[src/rtl/cpu_ctrl_pkg.sv]
// Shared encodings for the CPU control path.
// Contents:
//   - pc_source mux select values (PCSRC_*)
//   - request kinds issued by main control (req_kind_e)
//   - exception causes (exc_code_e)
//   - default handler-vector byte addresses (VEC_*_DEF)
package cpu_ctrl_pkg;

  localparam logic [2:0] PCSRC_JUMP   = 3'b000;
  localparam logic [2:0] PCSRC_ALU    = 3'b001;
  localparam logic [2:0] PCSRC_EPC    = 3'b010;
  localparam logic [2:0] PCSRC_ALUOUT = 3'b011;
  localparam logic [2:0] PCSRC_MEMVEC = 3'b100;

  typedef enum logic [2:0] {
    REQ_SEQ    = 3'd0,
    REQ_JUMP   = 3'd1,
    REQ_JR     = 3'd2,
    REQ_BRANCH = 3'd3,
    REQ_RTE    = 3'd4,
    REQ_EXC    = 3'd5
  } req_kind_e;

  typedef enum logic [1:0] {
    EXC_OPCODE = 2'd0,
    EXC_OVF    = 2'd1,
    EXC_DIV0   = 2'd2
  } exc_code_e;

  localparam logic [31:0] VEC_OPCODE_DEF = 32'd254;
  localparam logic [31:0] VEC_OVF_DEF    = 32'd255;
  localparam logic [31:0] VEC_DIV0_DEF   = 32'd253;

endpackage

[src/rtl/exc_vec_lookup.sv]
// Combinational map from exception cause to handler-vector byte address.
// Ports:
//   exc_code  in  2   exception cause
//   vec_addr  out 32  byte address of the handler vector (0 when illegal)
//   illegal   out 1   cause code has no handler
module exc_vec_lookup
  import cpu_ctrl_pkg::*;
#(
  parameter logic [31:0] VEC_OPCODE = VEC_OPCODE_DEF,
  parameter logic [31:0] VEC_OVF    = VEC_OVF_DEF,
  parameter logic [31:0] VEC_DIV0   = VEC_DIV0_DEF
) (
  input  logic [1:0]  exc_code,
  output logic [31:0] vec_addr,
  output logic        illegal
);

  always_comb begin
    vec_addr = '0;
    illegal  = 1'b0;
    case (exc_code)
      EXC_OPCODE: vec_addr = VEC_OPCODE;
      EXC_OVF:    vec_addr = VEC_OVF;
      EXC_DIV0:   vec_addr = VEC_DIV0;
      default:    illegal  = 1'b1;
    endcase
  end

endmodule

[src/rtl/pc_redirect_ctrl.sv]
// Next-PC redirect sequencer. Takes one PC-update request per instruction
// phase from main control, drives the next-PC mux select and the PC/EPC
// load enables, and runs the multi-cycle exception entry
// (save EPC, fetch vector byte, load PC).
// Ports:
//   clk, reset         clock, synchronous active-high reset
//   req_valid          request strobe
//   req_kind [2:0]     SEQ/JUMP/JR/BRANCH/RTE/EXC (6-7 illegal)
//   exc_code [1:0]     exception cause, sampled with EXC
//   cond_true          branch condition, sampled with BRANCH
//   busy               request in progress
//   done               one-cycle completion pulse
//   req_drop           one-cycle rejection pulse
//   pc_source [2:0]    next-PC mux select
//   pc_write           PC load enable
//   epc_write          EPC load enable
//   mem_read           vector-byte read strobe
//   vec_addr [31:0]    vector byte address
module pc_redirect_ctrl
  import cpu_ctrl_pkg::*;
#(
  parameter int unsigned MEM_LAT    = 2,
  parameter logic [31:0] VEC_OPCODE = VEC_OPCODE_DEF,
  parameter logic [31:0] VEC_OVF    = VEC_OVF_DEF,
  parameter logic [31:0] VEC_DIV0   = VEC_DIV0_DEF
) (
  input  logic        clk,
  input  logic        reset,
  input  logic        req_valid,
  input  logic [2:0]  req_kind,
  input  logic [1:0]  exc_code,
  input  logic        cond_true,
  output logic        busy,
  output logic        done,
  output logic        req_drop,
  output logic [2:0]  pc_source,
  output logic        pc_write,
  output logic        epc_write,
  output logic        mem_read,
  output logic [31:0] vec_addr
);

  localparam int unsigned CNT_W = $clog2(MEM_LAT) + 1;

  typedef enum logic [2:0] {
    IDLE,
    ISSUE,
    EXC_SAVE,
    EXC_WAIT,
    EXC_LOAD
  } state_e;

  state_e             state;
  logic [CNT_W-1:0]   wait_cnt;
  logic               drop_pend;
  logic [31:0]        lk_addr;
  logic               lk_illegal;
  logic               to_load;

  exc_vec_lookup #(
    .VEC_OPCODE (VEC_OPCODE),
    .VEC_OVF    (VEC_OVF),
    .VEC_DIV0   (VEC_DIV0)
  ) u_vec (
    .exc_code (exc_code),
    .vec_addr (lk_addr),
    .illegal  (lk_illegal)
  );

  // Exception entry moves to the PC-load cycle on this edge.
  always_comb begin
    to_load = 1'b0;
    if (state == EXC_SAVE && MEM_LAT == 1)
      to_load = 1'b1;
    else if (state == EXC_WAIT && wait_cnt == CNT_W'(1))
      to_load = 1'b1;
  end

  always_ff @(posedge clk) begin
    if (reset) begin
      state     <= IDLE;
      wait_cnt  <= '0;
      drop_pend <= 1'b0;
      busy      <= 1'b0;
      done      <= 1'b0;
      req_drop  <= 1'b0;
      pc_source <= PCSRC_ALU;
      pc_write  <= 1'b0;
      epc_write <= 1'b0;
      mem_read  <= 1'b0;
      vec_addr  <= '0;
    end else begin
      done      <= 1'b0;
      pc_write  <= 1'b0;
      epc_write <= 1'b0;
      drop_pend <= 1'b0;
      req_drop  <= drop_pend;

      // A request rejected on the edge that enters EXC_LOAD would pulse
      // req_drop together with done; it is held one cycle so the two
      // pulses never coincide.
      if (req_valid && state != IDLE) begin
        if (to_load)
          drop_pend <= 1'b1;
        else
          req_drop  <= 1'b1;
      end

      case (state)
        IDLE: begin
          if (req_valid) begin
            case (req_kind)
              REQ_SEQ, REQ_JR, REQ_JUMP, REQ_RTE, REQ_BRANCH: begin
                state    <= ISSUE;
                busy     <= 1'b1;
                done     <= 1'b1;
                pc_write <= (req_kind == REQ_BRANCH) ? cond_true : 1'b1;
                case (req_kind)
                  REQ_JUMP:   pc_source <= PCSRC_JUMP;
                  REQ_RTE:    pc_source <= PCSRC_EPC;
                  REQ_BRANCH: pc_source <= PCSRC_ALUOUT;
                  default:    pc_source <= PCSRC_ALU;
                endcase
              end
              REQ_EXC: begin
                if (lk_illegal) begin
                  req_drop <= 1'b1;
                end else begin
                  state     <= EXC_SAVE;
                  busy      <= 1'b1;
                  epc_write <= 1'b1;
                  mem_read  <= 1'b1;
                  vec_addr  <= lk_addr;
                  pc_source <= PCSRC_MEMVEC;
                end
              end
              default: req_drop <= 1'b1;
            endcase
          end
        end
        ISSUE: begin
          state <= IDLE;
          busy  <= 1'b0;
        end
        EXC_SAVE, EXC_WAIT: begin
          if (to_load) begin
            state    <= EXC_LOAD;
            pc_write <= 1'b1;
            done     <= 1'b1;
            mem_read <= 1'b0;
          end else if (state == EXC_SAVE) begin
            state    <= EXC_WAIT;
            wait_cnt <= CNT_W'(MEM_LAT - 1);
          end else begin
            wait_cnt <= wait_cnt - CNT_W'(1);
          end
        end
        EXC_LOAD: begin
          state <= IDLE;
          busy  <= 1'b0;
        end
        default: begin
          state <= IDLE;
          busy  <= 1'b0;
        end
      endcase
    end
  end

endmodule
[config.mk]
export PLATFORM = sky130hd
export DESIGN_NAME = pc_redirect_ctrl
export DESIGN_NICKNAME = d
export VERILOG_FILES = /design/src/rtl/cpu_ctrl_pkg.sv /design/src/rtl/exc_vec_lookup.sv /design/src/rtl/pc_redirect_ctrl.sv
export SDC_FILE = /design/constraint.sdc
export NUM_CORES = 1
export LEC_CHECK = 0
export ABC_AREA = 0
export CAP_MARGIN = 15
export CORE_MARGIN = 2
export CORE_UTILIZATION = 43
export CTS_CLUSTER_SIZE = 12
export DETAILED_ROUTE_END_ITERATION = 16
export GPL_TIMING_DRIVEN = 0
export PLACE_DENSITY = 0.83
export SYNTH_ARGS = -nofsm -noshare
export SYNTH_HDL_FRONTEND = slang
export SYNTH_SLANG_ARGS = --single-unit
[constraint.sdc]
create_clock -name clk -period 3.8 [get_ports clk]
set_input_delay 0.57 -clock clk [delete_from_list [all_inputs] [get_ports clk]]
set_output_delay 0.57 -clock clk [all_outputs]
set_load 0.02 [all_outputs]
==> results.sh <==
export IMPL_dieHeight_um=53.7
export IMPL_min_from="mem_read"
export IMPL_r2r_end="vec_addr[1]"
export IMPL_cts_tree="yes"
export IMPL_worstSetupEndpointType="flop"
export IMPL_fill_cells=242
export IMPL_synth_area_leaders="dfxtp_1 (34%), buf_4 (20%), ha_1 (4.7%)"
export IMPL_synth_xor_area_share_pct=0
export IMPL_cellPowerDensity_mw_per_mm2=300
export IMPL_num_antenna_cells=0
export IMPL_number_of_antenna_violations_at_the_first_check_in_global_routing=0
export IMPL_unrepaired_setup_endpoints_after_global_routing="no"
export IMPL_maximum_number_of_pins_on_one_net_before_global_route_repair=11
export IMPL_ys_warnings=0
export IMPL_routed_wl_mm=1.98
export IMPL_post_dp_hpwl_mm=1.62
export IMPL_die_width_um=53.7
export IMPL_final_layout_size_suffix_gt1_share_pct=21.6
export IMPL_fp_dieArea_mm2=0.00288
export IMPL_groute_usage_overall_pct=14.2
export IMPL_grt_pass1_wl_mm=3.09
export IMPL_core_area_mm2=0.00241
export IMPL_status="completed"
export IMPL_post_synth_top_area_cell="dfxtp_1"
export IMPL_place_gp_congestion=0.774
export IMPL_clk_pin_slew_ns=0.10
export IMPL_cts_repair_timing_setup_buffer_count=0
export IMPL_synth_compound_area_share_pct=15.8
export IMPL_worstPathRequired_ns=3.99
export IMPL_synth_top_area_share_pct=33.9
export IMPL_area_occupied_by_multi_input_gates_um2=532
export IMPL_path_max_fanout=5
export IMPL_crit_reg2reg_launch="state[0]"
export IMPL_post_cts_hold_buffer_count=0
export IMPL_detail_route_first_pass_iterations=4
export IMPL_nets=185
export IMPL_drt_wl_cell_um=9.85
export IMPL_most_used_standard_cells_in_the_synthesized_netlist="buf_4 (29), dfxtp_1 (18), a21oi_1 (7), inv_1 (6), nor2_1 (6)"
export IMPL_clock_path_buffers=2
export IMPL_worstHoldPathType="flop to flop"
export IMPL_first_iter_violations=14
export IMPL_number_of_vias_in_the_routed_layout=899
export IMPL_maxCapViolCount=0
export IMPL_port_buffers=24
export IMPL_yosysSeqAreaShare_pct=33.9
export IMPL_cts_inserted_buffers=3
export IMPL_drc=0
export IMPL_fp_row_count=18
export IMPL_syn_avg_cell_area_um2=8.85
export IMPL_dominantRegCellSynth="dfxtp_1"
export IMPL_arrival_ns=2.31
export IMPL_finalMaxSlewViolations=0
export IMPL_hold_path_depth=2
export IMPL_worstSkewPairLatency_ns=0.29
export IMPL_worst_setup_path_type="input port to flop"
export IMPL_final_cells=201
export IMPL_layout_area_overhead_vs_synth_pct=37.7
export IMPL_finalSetupTns_ns=0
export IMPL_final_min_period_over_clock_period_pct=55.7
export IMPL_holdPathEnd="mem_read"
export IMPL_synth_edf_count=0
export IMPL_finalCriticalPeriod_ns=2.12
export IMPL_h_tree_depth=1
export IMPL_rrSetupSlack_ns=2.22
export IMPL_post_synth_inst_count=120
export IMPL_cts_resized=0
export IMPL_first_global_vias=753
export IMPL_share_of_synthesized_area_spent_on_multiplexers_pct=4.83
export IMPL_cp_start_kind="input port"
export IMPL_initial_utilization_pct=44.1
export IMPL_grt_overflow_total=0
export IMPL_setup_viol=0
export IMPL_postSynth_asyncResetShare_pct=0
export IMPL_ff_latch_area_um2=360
export IMPL_ant_nets=0
export IMPL_top_level_port_count=50
export IMPL_max_clock_freq_mhz=472
export IMPL_netlist_area_mm2=0.00106
export IMPL_r2r_worst_path_cells=4
export IMPL_clkSinkCount=18
export IMPL_avgViaCountPerCell=4.47
export IMPL_synth_top_family_by_area="buffers and inverters"
export IMPL_vdd_drop_max_mv=0.198
export IMPL_number_of_placed_cells_counting_well_taps=197
export IMPL_synthDistinctLibCells=36
export IMPL_p_leak_nw=0.702
export IMPL_cts_root_buf="clkbuf_4"
export IMPL_synth_ff_latch_count=18
export IMPL_synth_simple_gate_area_share_pct=16.3
export IMPL_timing_clock_skew_ns=0.00336
export IMPL_post_synth_fa_ha_maj_area_fraction_pct=4.71
export IMPL_hold_viol_final=0
export IMPL_most_frequent_cell_after_synthesis="buf_4"
[metrics by stage]
| step | util (%) | hold slack, ns | instance area (um^2) | worst slack (ns) | power, mW |
|---|---|---|---|---|---|
| after detailed placement | 59.2 | 0.451 | 1430 | 1.42 | 0.326 |
| after floorplan | - | 0.439 | 1150 | 2.10 | 0.293 |
| after global placement | 59.2 | 0.447 | 1430 | 1.42 | 0.324 |
| final | 60.7 | 0.460 | 1460 | 1.68 | 0.439 |
| after CTS | 60.7 | 0.466 | 1460 | 1.72 | 0.441 |
| after global routing | 60.7 | 0.484 | 1460 | 1.59 | 0.462 |
[state kept, by name, indices dropped and copies added, names as in the netlist, 2 cells and up]
name and count:
state 3, pc_source 3, wait_cnt 2, vec_addr 3
[placed cells by master, fill, tap and decap left out, types with 2 or more instances in the layout]
master	instances
o21bai_1	2
nor3_1	4
dfxtp_1	18
buf_4	29
and3_1	2
a41o_1	2
a211oi_1	3
a21o_1	2
inv_1	6
o21ai_0	2
nor2_1	6
ha_1	4
mux2i_1	4
nand2b_1	5
conb_1	24
nand2_1	2
a21oi_1	7
clkbuf_4	3
clkdlybuf4s50_1	24
clkbuf_1	3
[critical path: stages]
cell	delay, ns
clkdlybuf4s50_1	0.54
a21boi_0	0.40
and3_1	0.21
clkbuf_1	0.22
mux2_2	0.36
[final cells by class]
class / instances / area share [%]
inverter: 6 / 1.54
timing repair buffer: 24 / 16.4
buffer: 33 / 16.0
sequential: 18 / 24.6
tap: 30 / 2.57
multi-input combinational: 86 / 36.4
clock buffer: 4 / 2.48
[kinds of logic (layout without fill, tap and decap cells)]
kind of cell / Yosys count / in the layout
flip-flops: 18 / 18
multiplexers: 5 / 5
buffers and inverters: 39 / 67
other: 1 / 24
AO/OA/AOI/OAI: 24 / 24
adder cells (fa/ha/maj): 4 / 4
AND/OR/NAND/NOR: 29 / 29
[routing by layer]
metal,wire length [um],track usage [%],up-vias
li1,-,-,461
met1,816,18.4,400
met2,1010,23.8,35
met3,136,2.22,3
met4,14,5.13,0
met5,0,0,-
[power breakdown]
group / leakage (nW) / switching (mW) / internal [mW]
logic: 0.534 / 0.0613 / 0.0576
registers: 0.146 / 0.00663 / 0.197
clock network: 0.0210 / 0.0580 / 0.0584
[worst max path at each step]
| stage | startpoint | endpoint | slack, ns | cells after the start |
|---|---|---|---|---|
| 2_1_floorplan | req_valid | pc_source[2] | 2.10 | 4 |
| 3_3_place_gp | req_valid | pc_source[2] | 1.42 | 5 |
| 3_5_place_dp | req_valid | pc_source[2] | 1.42 | 5 |
| 4_1_cts | req_valid | pc_source[2] | 1.72 | 5 |
| 5_1_grt | req_valid | pc_source[2] | 1.59 | 5 |
| 6_report | req_valid | pc_source[2] | 1.68 | 5 |
No activity file was read; power rests on OpenSTA's default activity.
